## src/rtl/piso_tx_if.sv

```systemverilog
// Load handshake and serial output bundle for the piso_tx transmitter.
// master = word source / serial sink side, slave = transmitter side.
interface piso_tx_if #(
  parameter int WIDTH = 8
);
  logic             load_valid;
  logic             load_ready;
  logic [WIDTH-1:0] din;
  logic             so;
  logic             so_valid;
  logic             busy;
  logic             done;

  modport master (
    output load_valid, din,
    input  load_ready, so, so_valid, busy, done
  );

  modport slave (
    input  load_valid, din,
    output load_ready, so, so_valid, busy, done
  );
endinterface

```

## src/rtl/piso_tx.sv

```systemverilog
// Parallel-in serial-out transmitter: takes a WIDTH-bit word on a valid/ready
// handshake and shifts it out one bit per clock, streaming words with no gap.
//
//   state | meaning
//   IDLE  | no word in flight; so/so_valid low, ready for a word
//   SHIFT | word on so, one bit per cycle; reloads at the last bit if offered
module piso_tx #(
  parameter int WIDTH     = 8,
  parameter bit MSB_FIRST = 1'b1
) (
  input  logic     clk,
  input  logic     rst,
  piso_tx_if.slave bus
);

  localparam int CNT_W = (WIDTH > 2) ? $clog2(WIDTH) : 1;
  localparam logic [CNT_W-1:0] LAST_CNT = CNT_W'(WIDTH - 1);

  typedef enum logic {
    IDLE  = 1'b0,
    SHIFT = 1'b1
  } state_t;

  state_t           r_state;
  state_t           w_next_state;
  logic [WIDTH-1:0] r_shreg;
  logic [WIDTH-1:0] w_shifted;
  logic [CNT_W-1:0] r_cnt;
  logic             w_shifting;
  logic             w_last;
  logic             w_ready;
  logic             w_accept;
  logic             w_out_bit;

  assign w_shifting = (r_state == SHIFT);
  assign w_last     = w_shifting && (r_cnt == LAST_CNT);
  assign w_ready    = (r_state == IDLE) || w_last;
  assign w_accept   = bus.load_valid && w_ready;

  // Shift toward the output end so the next transmit bit is always at the tap.
  generate
    if (MSB_FIRST) begin : g_msb
      assign w_shifted = {r_shreg[WIDTH-2:0], 1'b0};
      assign w_out_bit = r_shreg[WIDTH-1];
    end else begin : g_lsb
      assign w_shifted = {1'b0, r_shreg[WIDTH-1:1]};
      assign w_out_bit = r_shreg[0];
    end
  endgenerate

  always_ff @(posedge clk or negedge rst) begin
    if (!rst) begin
      r_state <= IDLE;
    end else begin
      r_state <= w_next_state;
    end
  end

  always_comb begin
    w_next_state = r_state;
    case (r_state)
      IDLE:  if (w_accept) w_next_state = SHIFT;
      SHIFT: if (w_last && !w_accept) w_next_state = IDLE;
    endcase
  end

  always_ff @(posedge clk or negedge rst) begin
    if (!rst) begin
      r_shreg <= '0;
      r_cnt   <= '0;
    end else if (w_accept) begin
      r_shreg <= bus.din;
      r_cnt   <= '0;
    end else if (w_shifting) begin
      r_shreg <= w_shifted;
      r_cnt   <= w_last ? '0 : r_cnt + CNT_W'(1);
    end
  end

  // Outputs depend only on registered state; din never reaches so directly.
  assign bus.so         = w_shifting & w_out_bit;
  assign bus.so_valid   = w_shifting;
  assign bus.busy       = w_shifting;
  assign bus.done       = w_last;
  assign bus.load_ready = w_ready;

endmodule

```

## src/flat_wrapper.sv

```systemverilog
// flat-port wrapper written by rule: the top's interface ports become plain ports
module piso_tx_flat 
#(
  parameter int WIDTH     = 8,
  parameter bit MSB_FIRST = 1'b1
)
  (clk, rst, bus_load_valid, bus_din, bus_load_ready, bus_so, bus_so_valid, bus_busy, bus_done);
  piso_tx_if #(.WIDTH(WIDTH)) bus_i ();
  input  logic clk;
  input  logic rst;
  input wire logic [$bits(bus_i.load_valid)-1:0] bus_load_valid;
  input wire logic [$bits(bus_i.din)-1:0] bus_din;
  output wire logic [$bits(bus_i.load_ready)-1:0] bus_load_ready;
  output wire logic [$bits(bus_i.so)-1:0] bus_so;
  output wire logic [$bits(bus_i.so_valid)-1:0] bus_so_valid;
  output wire logic [$bits(bus_i.busy)-1:0] bus_busy;
  output wire logic [$bits(bus_i.done)-1:0] bus_done;
  assign bus_i.load_valid = bus_load_valid;
  assign bus_i.din = bus_din;
  assign bus_load_ready = bus_i.load_ready;
  assign bus_so = bus_i.so;
  assign bus_so_valid = bus_i.so_valid;
  assign bus_busy = bus_i.busy;
  assign bus_done = bus_i.done;
  piso_tx #(.WIDTH(WIDTH), .MSB_FIRST(MSB_FIRST)) u_core (.clk(clk), .rst(rst), .bus(bus_i));
endmodule
```

## config.mk

```make
export PLATFORM = sky130hd
export DESIGN_NAME = piso_tx_flat
export DESIGN_NICKNAME = d
export VERILOG_FILES = /design/src/rtl/piso_tx_if.sv /design/src/rtl/piso_tx.sv /design/src/flat_wrapper.sv
export SDC_FILE = /design/constraint.sdc
export NUM_CORES = 1
export LEC_CHECK = 0
export ABC_CLOCK_PERIOD_IN_PS = 1300
export CAP_MARGIN = 20
export CORE_MARGIN = 4
export CORE_UTILIZATION = 25
export CTS_CLUSTER_SIZE = 20
export DETAILED_ROUTE_END_ITERATION = 6
export DONT_BUFFER_PORTS = 1
export RECOVER_POWER = 100
export SYNTH_ARGS = -nofsm -noshare
export SYNTH_HDL_FRONTEND = slang
export SYNTH_SLANG_ARGS = --single-unit
```

## constraint.sdc

```tcl
create_clock -name clk -period 1.3 [get_ports clk]
set_input_delay 0 -clock clk [delete_from_list [all_inputs] [get_ports clk]]
set_output_delay 0 -clock clk [all_outputs]
set_load 0.01 [all_outputs]
```

==> reports/qor.txt <==
Final worst slack = -128 ps
1st-iter DRT viols = 8
Unrepaired setup endpoints after global routing = yes
Endpoint type of the worst setup path = primary output
Worst Path Max Fanout = 5
Reg-to-reg slack, setup = -120 ps
Share of layout cells above drive strength 1 = 35.1%
Pleak = 0.424 nW
Total Wirelength = 1.53 mm
Final slew viol count = 0
Storage cell area = 300 µm²
Tmin final = 1430 ps
Num CTS Buffers = 3
Power Dens Cells = 2120 nW/µm²
Design area = 930 µm²
Clock transition at path regs = 80 ps
Row count = 18
Buffers and inverters on the worst path = 2
Post-Syn Nets = 69
Pin count of the biggest net entering global routing = 13
Final #Nets = 89
Routed WL per cell = 14.7 µm
Gpl congestion = 0.696
Overflow left after global routing = 0
Area after DPL = 741 µm²
Final period util = 110%
Failing checks = setup timing
I/O pins = 16
Relative slew margins = 62.9%
Max-cap viol count = 0
Footprint of the multi-input gates = 362 µm²
Total GRT Usage = 10.1%
Setup TNS = -884 ps
Pre-antenna DRT Iters = 4
Critical path, cell by cell = ha_2 -> ha_4 -> nand2b_4 -> buf_12 -> buf_6
Most frequent cells in the layout = 12 x dfrtp_1, 10 x dlygate4sd3_1, 7 x a211o_1, 7 x buf_4, 5 x nor2b_1
Total power = 1.97 mW
Filler Cell Count = 239
Syn avg cell area = 11.6 µm²
Worst Setup Start Kind = register
Worst setup path category = register to primary output
Pre-CTS WS = -142 ps
FMAX = 0.700 GHz
Initial cell density of the core = 26.1%
Clock latency on the worst-skew pair = 270 ps
Commonest non-fill, non-tap cell in the layout = dfrtp_1
CP arrival = 1430 ps
Die area = 3470 µm²
CP max stage cell = dfrtp_1
Final setup violation count = 8
Vias in the first global route = 572
Max VDD drop = 0.000859 V
Root Driver = clkbuf_4
Cells after Synth = 56
Hold crit path type = input port to register
Synthesized area = 647 µm²
Via Count = 521
Vias/cell = 5.01
Yosys warning count = 0
Hold Slack = 112 ps
Core Area = 2480 µm²
TritonCTS Sinks = 12
TritonCTS clock tree = built
# diodes = 0
Number of remaining DRC errors = 0
CP delay by family, top = flip-flops
Die width = 58.9 µm
Worst slew pin tran = 555 ps
Layout Skew = 4.87 ps
Final Hold Fails = 0
Area growth syn-to-layout = 43.7%
H-tree Lvls = 1
Number of synthesized register bits = 12
Synth cell types = 21
Number of port buffers = 0
First-pass GRT wire length = 2.60 mm
Final HPWL DP = 1.00 mm
Final ANT Viol Nets = 0
Largest stage delay, worst path = 400 ps
Die Height = 58.9 µm
Clock Path Buffers = 2
Sequential area share after synthesis = 46.4%
Critical Path RT = 1300 ps
Initial antenna violation count = 0
Status = finished with violations
repair_timing:
action / CTS / global route
hold buffers: 10 / 0
buffers inserted: 1 / 2
endpoints found under the setup margin: 11 / 10
hold endpoints to repair: 23 / 0
gates cloned: 0 / 0
pin swaps: 1 / 0
gates resized for setup: 8 / 2
power breakdown:
group / switching (mW) / internal (mW)
combinational: 0.417 / 0.669
sequential: 0.124 / 0.527
clock: 0.122 / 0.107
total: 0.664 / 1.30
logic make-up after synthesis:
family | synth area share [%]
compound gates | 25.7
simple gates | 15.1
flops | 46.4
buf+inv | 7.35
fa+ha+maj | 3.87
mux | 1.55
state kept, by name, indices dropped and copies added (netlist names):
register,flops
u_core.r_shreg,8
u_core.r_cnt,3
u_core.bus.busy,1
per-layer routing:
layer  track usage [%]  wire [µm]  vias to the layer above
met5                 0          0                        -
met4              6.80         27                        0
met1              12.3        664                      260
met3              2.63         72                        2
met2              15.6        765                       12
li1                  -          -                      247
cell usage after synthesis:
| cell | count | area share, % |
|---|---|---|
| a32o_1 | 1 | 1.5 |
| mux2i_1 | 1 | 1.5 |
| buf_6 | 1 | 1.7 |
| o22ai_1 | 1 | 0.97 |
| dfrtp_1 | 12 | 46 |
| nor2_1 | 1 | 0.58 |
| o21ai_0 | 2 | 1.5 |
| nor2b_1 | 5 | 4.8 |
| buf_8 | 1 | 2.3 |
| nand2b_1 | 3 | 2.9 |
| buf_4 | 1 | 1.2 |
| ha_1 | 2 | 3.9 |
| o221a_2 | 6 | 10 |
| and2_1 | 2 | 1.9 |
| inv_1 | 1 | 0.58 |
| a211o_1 | 7 | 9.5 |
| and2b_1 | 2 | 2.3 |
| nand3_1 | 1 | 0.77 |
| buf_2 | 2 | 1.5 |
| nand2_1 | 3 | 1.7 |
| o221a_1 | 1 | 1.7 |
stage by stage:
stage | util (%) | std cells
floorplan | - | 56
global placement | 29.9 | 88
detailed placement | 29.9 | 88
CTS | 36.6 | 102
global route | 37.5 | 104
finish | 37.5 | 104
path summary, 6_finish.rpt:
check / startpoint / endpoint / depth (start not counted)
setup / recovery: u_core.r_cnt[0]$_DFFE_PN0P_ / bus_load_ready / 5
hold / removal: bus_load_valid / u_core.r_shreg[3]$_DFFE_PN0P_ / 2
setup reg to reg: u_core.r_cnt[0]$_DFFE_PN0P_ / u_core.r_shreg[5]$_DFFE_PN0P_ / 5
hold reg to reg: u_core.r_cnt[2]$_DFFE_PN0P_ / u_core.r_cnt[2]$_DFFE_PN0P_ / 1
max in group asynchronous: rst / u_core.r_cnt[2]$_DFFE_PN0P_ / 1
min in group asynchronous: rst / u_core.r_shreg[6]$_DFFE_PN0P_ / 1
layout make-up:
cell class / count / share of cell area, %
clock buffer: 3 / 2.42
inverter: 1 / 0.404
sequential: 12 / 32.3
tap: 30 / 4.04
timing repair buffer: 20 / 21.9
multi-input combinational: 38 / 38.9
Note: power is estimated with default switching activity, not from simulation.
